$ cat config.mk
export PLATFORM = sky130hd
export DESIGN_NAME = vscale_dmem_bridge_flat
export DESIGN_NICKNAME = d
export VERILOG_FILES = /design/src/rtl/vscale_dmem_bridge_if.sv /design/src/rtl/vscale_dmem_bridge.sv /design/src/flat_wrapper.sv
export SDC_FILE = /design/constraint.sdc
export NUM_CORES = 1
export LEC_CHECK = 0
export ABC_AREA = 1
export CAP_MARGIN = 10
export CORE_MARGIN = 5
export CORE_UTILIZATION = 44
export CTS_BUF_LIST = sky130_fd_sc_hd__clkbuf_8
export DETAILED_ROUTE_END_ITERATION = 12
export PLACE_DENSITY = 0.9
export SLEW_MARGIN = 20
export SYNTH_ARGS = -nofsm -noshare
export SYNTH_HDL_FRONTEND = slang
export SYNTH_SLANG_ARGS = --single-unit
$ cat constraint.sdc
create_clock -name clk -period 1.87 [get_ports clk]
set_clock_uncertainty 0.15 [all_clocks]
set_input_delay 0.187 -clock clk [delete_from_list [all_inputs] [get_ports clk]]
set_output_delay 0.187 -clock clk [all_outputs]
set_load 0.01 [all_outputs]
$ cat src/rtl/vscale_dmem_bridge_if.sv
`default_nettype none
// ============================================================================
// vscale_dmem_bridge_if : core-side and bus-side signal bundle of the bridge
// Revision: 1.0
// ============================================================================
interface vscale_dmem_bridge_if #(
  parameter int CORE_IDX_WIDTH = 2,
  parameter int ADDR_WIDTH     = 32
);
  // core side
  logic                      dmem_en;
  logic                      dmem_wen;
  logic [2:0]                dmem_size;
  logic [ADDR_WIDTH-1:0]     dmem_addr;
  logic [ADDR_WIDTH-1:0]     dmem_wdata_delayed;
  logic                      dmem_wait;
  logic [ADDR_WIDTH-1:0]     dmem_rdata;
  logic                      dmem_badmem_e;
  // bus side
  logic                      bus_req_valid;
  logic                      bus_req_wen;
  logic [ADDR_WIDTH-1:0]     bus_req_addr;
  logic [3:0]                bus_req_byte_en;
  logic [ADDR_WIDTH-1:0]     bus_req_wdata;
  logic [CORE_IDX_WIDTH-1:0] bus_req_core_id;
  logic                      bus_req_ready;
  logic                      bus_resp_valid;
  logic [ADDR_WIDTH-1:0]     bus_resp_rdata;
  logic                      bus_resp_err;

  // The bridge itself
  modport slave (
    input  dmem_en, dmem_wen, dmem_size, dmem_addr, dmem_wdata_delayed,
    output dmem_wait, dmem_rdata, dmem_badmem_e,
    output bus_req_valid, bus_req_wen, bus_req_addr, bus_req_byte_en,
    output bus_req_wdata, bus_req_core_id,
    input  bus_req_ready, bus_resp_valid, bus_resp_rdata, bus_resp_err
  );

  // The core plus memory system surrounding the bridge
  modport master (
    output dmem_en, dmem_wen, dmem_size, dmem_addr, dmem_wdata_delayed,
    input  dmem_wait, dmem_rdata, dmem_badmem_e,
    input  bus_req_valid, bus_req_wen, bus_req_addr, bus_req_byte_en,
    input  bus_req_wdata, bus_req_core_id,
    output bus_req_ready, bus_resp_valid, bus_resp_rdata, bus_resp_err
  );
endinterface
`default_nettype wire

$ cat src/rtl/vscale_dmem_bridge.sv
`default_nettype none
// ============================================================================
// vscale_dmem_bridge : turns V-Scale DX-stage dmem accesses into tagged
//                      valid/ready bus requests with single-response completion
// Revision: 1.0
// ============================================================================
module vscale_dmem_bridge #(
  parameter int CORE_IDX_WIDTH = 2,
  parameter int ADDR_WIDTH     = 32
) (
  input  logic                      clk,
  input  logic                      reset,
  input  logic [CORE_IDX_WIDTH-1:0] core_id,
  vscale_dmem_bridge_if.slave       io
);

  typedef enum logic [2:0] {
    IDLE = 3'd0,
    DATA = 3'd1,
    REQ  = 3'd2,
    RESP = 3'd3,
    DONE = 3'd4
  } state_t;

  state_t                    state;
  state_t                    state_nxt;

  logic [ADDR_WIDTH-1:0]     addr_q;
  logic [ADDR_WIDTH-1:0]     wdata_q;
  logic [ADDR_WIDTH-1:0]     rdata_q;
  logic [1:0]                size_q;
  logic [CORE_IDX_WIDTH-1:0] core_id_q;
  logic                      wen_q;
  logic                      err_q;

  logic                      accept;
  logic                      resp_take;
  logic                      misaligned;
  logic [3:0]                byte_en;
  logic [ADDR_WIDTH-1:0]     wdata_rep;

  // Size bit 2 (sign/unsigned) matters only to the core's load extension.
  logic unused_size_msb;
  assign unused_size_msb = io.dmem_size[2];

  always_comb begin
    misaligned = 1'b0;
    byte_en    = 4'b1111;
    wdata_rep  = wdata_q;
    case (size_q)
      2'd0: begin
        byte_en   = 4'b0001 << addr_q[1:0];
        wdata_rep = {(ADDR_WIDTH/8){wdata_q[7:0]}};
      end
      2'd1: begin
        misaligned = addr_q[0];
        byte_en    = 4'b0011 << addr_q[1:0];
        wdata_rep  = {(ADDR_WIDTH/16){wdata_q[15:0]}};
      end
      2'd2: misaligned = |addr_q[1:0];
      default: misaligned = 1'b1;
    endcase
  end

  always_ff @(posedge clk) begin
    if (!reset) state <= IDLE;
    else        state <= state_nxt;
  end

  always_comb begin
    state_nxt          = state;
    accept             = 1'b0;
    resp_take          = 1'b0;
    io.dmem_wait       = 1'b0;
    io.dmem_rdata      = '0;
    io.dmem_badmem_e   = 1'b0;
    io.bus_req_valid   = 1'b0;
    io.bus_req_wen     = 1'b0;
    io.bus_req_addr    = '0;
    io.bus_req_byte_en = 4'b0000;
    io.bus_req_wdata   = '0;
    io.bus_req_core_id = '0;
    case (state)
      IDLE, DONE: begin
        if (state == DONE) begin
          io.dmem_rdata    = rdata_q;
          io.dmem_badmem_e = err_q;
        end
        if (io.dmem_en) begin
          accept    = 1'b1;
          state_nxt = DATA;
        end else begin
          state_nxt = IDLE;
        end
      end
      DATA: begin
        io.dmem_wait = 1'b1;
        state_nxt    = misaligned ? DONE : REQ;
      end
      REQ: begin
        // Fields come only from latched registers, so they hold until the handshake.
        io.dmem_wait       = 1'b1;
        io.bus_req_valid   = 1'b1;
        io.bus_req_wen     = wen_q;
        io.bus_req_addr    = {addr_q[ADDR_WIDTH-1:2], 2'b00};
        io.bus_req_byte_en = byte_en;
        io.bus_req_wdata   = wdata_rep;
        io.bus_req_core_id = core_id_q;
        if (io.bus_req_ready) state_nxt = RESP;
      end
      RESP: begin
        io.dmem_wait = 1'b1;
        if (io.bus_resp_valid) begin
          resp_take = 1'b1;
          state_nxt = DONE;
        end
      end
      default: state_nxt = IDLE;
    endcase
  end

  always_ff @(posedge clk) begin
    if (!reset) begin
      addr_q    <= '0;
      wdata_q   <= '0;
      rdata_q   <= '0;
      size_q    <= 2'd0;
      core_id_q <= '0;
      wen_q     <= 1'b0;
      err_q     <= 1'b0;
    end else begin
      if (accept) begin
        addr_q    <= io.dmem_addr;
        wen_q     <= io.dmem_wen;
        size_q    <= io.dmem_size[1:0];
        core_id_q <= core_id;
        wdata_q   <= '0;
        rdata_q   <= '0;
        err_q     <= 1'b0;
      end
      if (state == DATA) begin
        if (wen_q)      wdata_q <= io.dmem_wdata_delayed;
        if (misaligned) err_q   <= 1'b1;
      end
      if (resp_take) begin
        rdata_q <= io.bus_resp_rdata;
        err_q   <= io.bus_resp_err;
      end
    end
  end

endmodule
`default_nettype wire

$ cat src/flat_wrapper.sv
// flat-port wrapper written by rule: the top's interface ports become plain ports
module vscale_dmem_bridge_flat 
#(
  parameter int CORE_IDX_WIDTH = 2,
  parameter int ADDR_WIDTH     = 32
)
  (clk, reset, core_id, io_dmem_en, io_dmem_wen, io_dmem_size, io_dmem_addr, io_dmem_wdata_delayed, io_dmem_wait, io_dmem_rdata, io_dmem_badmem_e, io_bus_req_valid, io_bus_req_wen, io_bus_req_addr, io_bus_req_byte_en, io_bus_req_wdata, io_bus_req_core_id, io_bus_req_ready, io_bus_resp_valid, io_bus_resp_rdata, io_bus_resp_err);
  vscale_dmem_bridge_if #(.CORE_IDX_WIDTH(CORE_IDX_WIDTH), .ADDR_WIDTH(ADDR_WIDTH)) io_i ();
  input  logic clk;
  input  logic reset;
  input  logic [CORE_IDX_WIDTH-1:0] core_id;
  input wire logic [$bits(io_i.dmem_en)-1:0] io_dmem_en;
  input wire logic [$bits(io_i.dmem_wen)-1:0] io_dmem_wen;
  input wire logic [$bits(io_i.dmem_size)-1:0] io_dmem_size;
  input wire logic [$bits(io_i.dmem_addr)-1:0] io_dmem_addr;
  input wire logic [$bits(io_i.dmem_wdata_delayed)-1:0] io_dmem_wdata_delayed;
  output wire logic [$bits(io_i.dmem_wait)-1:0] io_dmem_wait;
  output wire logic [$bits(io_i.dmem_rdata)-1:0] io_dmem_rdata;
  output wire logic [$bits(io_i.dmem_badmem_e)-1:0] io_dmem_badmem_e;
  output wire logic [$bits(io_i.bus_req_valid)-1:0] io_bus_req_valid;
  output wire logic [$bits(io_i.bus_req_wen)-1:0] io_bus_req_wen;
  output wire logic [$bits(io_i.bus_req_addr)-1:0] io_bus_req_addr;
  output wire logic [$bits(io_i.bus_req_byte_en)-1:0] io_bus_req_byte_en;
  output wire logic [$bits(io_i.bus_req_wdata)-1:0] io_bus_req_wdata;
  output wire logic [$bits(io_i.bus_req_core_id)-1:0] io_bus_req_core_id;
  input wire logic [$bits(io_i.bus_req_ready)-1:0] io_bus_req_ready;
  input wire logic [$bits(io_i.bus_resp_valid)-1:0] io_bus_resp_valid;
  input wire logic [$bits(io_i.bus_resp_rdata)-1:0] io_bus_resp_rdata;
  input wire logic [$bits(io_i.bus_resp_err)-1:0] io_bus_resp_err;
  assign io_i.dmem_en = io_dmem_en;
  assign io_i.dmem_wen = io_dmem_wen;
  assign io_i.dmem_size = io_dmem_size;
  assign io_i.dmem_addr = io_dmem_addr;
  assign io_i.dmem_wdata_delayed = io_dmem_wdata_delayed;
  assign io_dmem_wait = io_i.dmem_wait;
  assign io_dmem_rdata = io_i.dmem_rdata;
  assign io_dmem_badmem_e = io_i.dmem_badmem_e;
  assign io_bus_req_valid = io_i.bus_req_valid;
  assign io_bus_req_wen = io_i.bus_req_wen;
  assign io_bus_req_addr = io_i.bus_req_addr;
  assign io_bus_req_byte_en = io_i.bus_req_byte_en;
  assign io_bus_req_wdata = io_i.bus_req_wdata;
  assign io_bus_req_core_id = io_i.bus_req_core_id;
  assign io_i.bus_req_ready = io_bus_req_ready;
  assign io_i.bus_resp_valid = io_bus_resp_valid;
  assign io_i.bus_resp_rdata = io_bus_resp_rdata;
  assign io_i.bus_resp_err = io_bus_resp_err;
  vscale_dmem_bridge #(.CORE_IDX_WIDTH(CORE_IDX_WIDTH), .ADDR_WIDTH(ADDR_WIDTH)) u_core (.clk(clk), .reset(reset), .core_id(core_id), .io(io_i));
endmodule
# ---- After elaboration in Yosys (flattened, before gate mapping)
# Index checks and enable logic that the tools add are counted.
# W data, S select, Z words.
dict set report op_classes {
  eq_ne 8
  shifts 2
  mux 32
  reduce_logical 7
}
# op count
set op_table {}
lappend op_table {{$mux W32} 9}
lappend op_table {{$pmux W32 S2} 1}
lappend op_table {{$mux W1} 14}
lappend op_table {{$pmux W3 S4} 1}
lappend op_table {{$mux W3} 3}
lappend op_table {{$pmux W4 S2} 1}
lappend op_table {{$eq A3 B2 Y1 const B} 2}
lappend op_table {{$mux W4} 1}
lappend op_table {{$ne A2 B2 Y1 const B} 2}
lappend op_table {{$reduce_or A2 Y1} 2}
lappend op_table {{$shl A1 B2 Y4 const A} 1}
lappend op_table {{$shl A2 B2 Y4 const A} 1}
lappend op_table {{$eq A3 B1 Y1 const B} 1}
lappend op_table {{$eq A3 B3 Y1 const B} 1}
lappend op_table {{$logic_not A3 Y1} 1}
lappend op_table {{$pmux W1 S3} 1}
lappend op_table {{$reduce_or A3 Y1} 1}
lappend op_table {{$eq A2 B1 Y1 const B} 1}
lappend op_table {{$eq A2 B2 Y1 const B} 1}
lappend op_table {{$logic_not A2 Y1} 1}
lappend op_table {{$mux W2} 1}
lappend op_table {{$reduce_and A2 Y1} 1}
lappend op_table {{$reduce_bool A2 Y1} 1}
dict set report word_totals {
  reg_bits 105
  output_inout_bits 106
  in_bits 108
  elab_cells 57
}

# ---- Longest topological paths before layout
dict set report depth {
  ltp_word 7
  ltp_mapped 9
  mapped_depth_nobuf 9
}

# ---- Least setup slack after synthesis
# OpenSTA, ideal clock, no wires.
dict set report synth_timing {
  path_kind {register to output}
  startpoint {reg u_core.size_q[1]}
  endpoint {out io_bus_req_wdata[15]}
  setup_slack_ns 0.377
  path_buffers 1
  required_time_ns 1.533
  arrival_time_ns 1.156
  path_stages_with_launch 6
  cell_sequence {dfxtp_1 -> inv_1 -> nand2_1 -> clkbuf_1 -> o22ai_1 -> nor3_1}
}
dict set report synth_via {
  elab_chain_len 3
  elab_cells_between_ends 4
  classes_between {1 x eq/ne; 2 x mux; 1 x reduce/logical}
}
# element line
set synth_lines {}
lappend synth_lines {{start: declaration} vscale_dmem_bridge.sv:31} ;# logic [1:0] size_q;
lappend synth_lines {{start signal: assignment} vscale_dmem_bridge.sv:135} ;# size_q <= io.dmem_size[1:0];
lappend synth_lines {{$eq A2 B1 Y1 or $logic_not A2 Y1 (tied branches)} vscale_dmem_bridge.sv:50} ;# case (size_q)
lappend synth_lines {{$pmux W32 S2 (*)} vscale_dmem_bridge.sv:50}
lappend synth_lines {{$mux W32 (*)} vscale_dmem_bridge.sv:83} ;# case (state)
lappend synth_lines {{end: declaration} flat_wrapper.sv:24} ;# output wire logic [$bits(io_i.bus_req_wdata)-1:0] io_bus_req_wdata;
# Every way passes the cells marked *; elsewhere a longest branch is shown, timed or not.

# ---- Final worst setup path
dict set report layout_timing {
  startpoint {reg u_core.state[1]}
  endpoint {out io_dmem_rdata[0]}
}
dict set report layout_via {
  elab_chain_len 3
  elab_cells_between_ends 5
  classes_between {1 x eq/ne; 2 x mux; 2 x reduce/logical}
}
# element line
set layout_lines {}
lappend layout_lines {{start: declaration} vscale_dmem_bridge.sv:25} ;# state_t state;
lappend layout_lines {{start signal: assignment} vscale_dmem_bridge.sv:67} ;# else state <= state_nxt;
lappend layout_lines {{$eq A3 B3 Y1 or $logic_not A3 Y1 (tied branches)} {vscale_dmem_bridge.sv:83, vscale_dmem_bridge.sv:85}}
lappend layout_lines {{$mux W32 or $reduce_or A2 Y1 (tied branches)} {vscale_dmem_bridge.sv:85, vscale_dmem_bridge.sv:83}}
lappend layout_lines {{$mux W32 (*)} vscale_dmem_bridge.sv:83}
lappend layout_lines {{end: declaration} flat_wrapper.sv:18} ;# output wire logic [$bits(io_i.dmem_rdata)-1:0] io_dmem_rdata;
# Marked as above.

==> results.toml <==
[critical_path]
slowest_delay_ns = 0.37
crit_type = "reg2out"
arrival_ns = 1.51
startpoint_type = "flip-flop"
cp_cell_sequence = "buf_6 > nor2_4 > nand2_4 > clkbuf_16 > nor2_1 > buf_2"
critPathMaxFanout = 16
path_delay_family = "buffers and inverters"
cp_num_buf_inv = 3
crit_required_ns = 1.53
crit_path_end_kind = "output port"
cp_slowest_cell = "dfxtp_4"

[yosys]
syn-mean-instance-area_um2 = 6.69
synthSimpleGateAreaFrac = 0.218
synthCells = 733
ys_warn_count = 0
yosys-mux-area-fraction = 0
synth_edf_count = 0
synthArstFlopShare = 0
synth_compound_area_frac = 0.205
synthFlopType = "dfxtp_1"
synth_top_family_by_area = "simple AND/OR/NAND/NOR gates"
synth.distinct_cells = 22
ys_top_cells_by_area = "dfxtp_1 (43%), nand2_1 (10%), nor2_1 (9.5%)"
synth_top_area_frac = 0.428
yosysTopAreaCell = "dfxtp_1"
synthAdderAreaFrac = 0
synth_xor_area_frac = 0
seq_area_frac_synth = 0.428
syn-cell-area_um2 = 4910
ys_seq_elements = 105

[cts]
numCtsBuffers = 9
insertion_delay_ns = 0.36
clock-sinks = 105
clockBufferDepth = 2
cts_hold_buf = 0
cts_max_level = 3
cts.clk_slew.worst_paths_ns = 0.10
cts-root-buf = "clkbuf_8"
cts_tree = "done"

[routing]
drc = 0
top_layer = "met4"
vias = 5358
drtIter0Drc = 366
wl_per_cell_um = 14.7
postRouteAntennaNets = 0
drt-met1-wl_um = 6330
drtPass1Iterations = 5
drt-total-wl_um = 16100
viasPerCell = 4.91
route.met3.wl_um = 1330
routed-wl-met2_um = 8000

[cells_and_area]
layout_common_cells = "nand2_1 (129), inv_1 (105), clkdlybuf4s50_1 (105), dfxtp_1 (100), a21oi_1 (87)"
diodes = 0
layout.nets = 1055
drive_above_1_share = 0.268
finalNonFillerCells = 1092
syn_to_final_growth_pct = 57.0
final_common_cell = "nand2_1"
fill_cells = 880

[timing]
setup_viol = 0
rsz0062_at_grt = "yes"
hold_viol = 0
fmax_mhz = 540
slew_violations = 0
period_needed_ns = 1.85
fin_crit_sh = 0.990

[floorplan]
start_util = 0.451
core_um2 = 10900
pin_count = 214
die_y_um = 116
die_area_um2 = 13400
die_w_um = 116
rows = 38

[power_and_ir_drop]
vdd_drop_max_mv = 0.542
powerDensity_nw_per_um2 = 985
total_power_mw = 7.59
leakagePower_nw = 3.17

[job]
cap_viol_max_count = 0

[placed_design]
hpwl_um = 10800
port_buffers = 210
place_congestion = 0.826
dp_cells = 1061

[run_status]
status = "completed"

[global_route]
grt_pass1_wl_um = 23200
grt_usage = 0.214
antenna_found_initial = 0
grt_pass1_vias = 4811
overflow = 0
grt_max_degree = 82

[hold_path]
hold_path.class = "in2reg"
==> layer usage <==
metal  up-vias  GRT usage
met4         0     0.0806
met5         -          0
met1      2436      0.265
met3        26     0.0507
met2       192      0.363
li1       2704          -
==> flip-flops by register name, summed over array words and instances (netlist names) <==
register	flops
u_core.addr_q	32
u_core.core_id_q	2
u_core.err_q	1
u_core.rdata_q	32
u_core.size_q	2
u_core.state	3
u_core.wdata_q	32
u_core.wen_q	1
==> kinds of logic after synthesis <==
kind of cell | after synthesis
simple gates | 271
compound gates | 191
buf+inv | 165
flops | 105
other cells | 1
==> Yosys cell counts, types with 8 or more instances <==
library cell	count
a21oi_1	89
buf_2	17
buf_4	10
clkbuf_1	16
dfxtp_1	105
inv_1	107
inv_2	8
nand2_1	131
nand3_1	9
nor2_1	124
o21ai_0	49
o21ai_1	34
o21ai_2	11
o22ai_1	8
==> final cells by class <==
type	instances	area, um2	area share
multi-input cells	464	2420	0.314
inverters	116	443	0.0575
well taps	140	175	0.0227
flip-flops and latches	105	2110	0.274
clock inverters	6	63.8	0.00828
repair buffers	251	2350	0.305
clock buffers	10	138	0.0179
==> stage by stage <==
stage | setup TNS [ns] | setup slack [ns] | hold slack (ns) | util | instance area [um2]
floorplan | 0 | 0.377 | 0.182 | - | 4910
global placement | -2.48 | -0.113 | 0.287 | 0.662 | 7200
detailed placement | -4.20 | -0.154 | 0.293 | 0.662 | 7200
CTS | -0.160 | -0.0834 | 0.0552 | 0.655 | 7130
global route | -1.80 | -0.0790 | 0.0979 | 0.708 | 7700
finish | 0 | 0.0193 | 0.0774 | 0.708 | 7700
==> repair_timing <==
item,in CTS,in global routing
buffers inserted,7,2
cloned,0,6
pin swaps,2,9
endpoints found under the hold margin,0,0
setup endpoints to repair,104,105
gates resized for setup,398,159
==> tightest hold or removal path, delay by kind of cell <==
| family | cells | cell delay, ns |
|---|---|---|
| AND/OR/NAND/NOR | 1 | 0.11 |
| buffers and inverters | 2 | 0.26 |
==> worst paths after layout <==
kind,endpoint,start,depth (start not counted),slack (ns)
setup / recovery,io_dmem_rdata[0],u_core.state[1],6,0.02
hold / removal,u_core.state[1],reset,3,0.08
setup reg to reg,u_core.wdata_q[9],u_core.state[1],7,0.16
hold reg to reg,u_core.addr_q[18],u_core.addr_q[18],2,0.31
==> power by group <==
part,switching (mW),total [mW],internal (mW)
sequential,0.155,2.72,2.56
combinational,1.92,3.41,1.48
clock,0.803,1.46,0.660
total,2.88,7.59,4.70
Note: power is estimated with default switching activity, not from simulation.
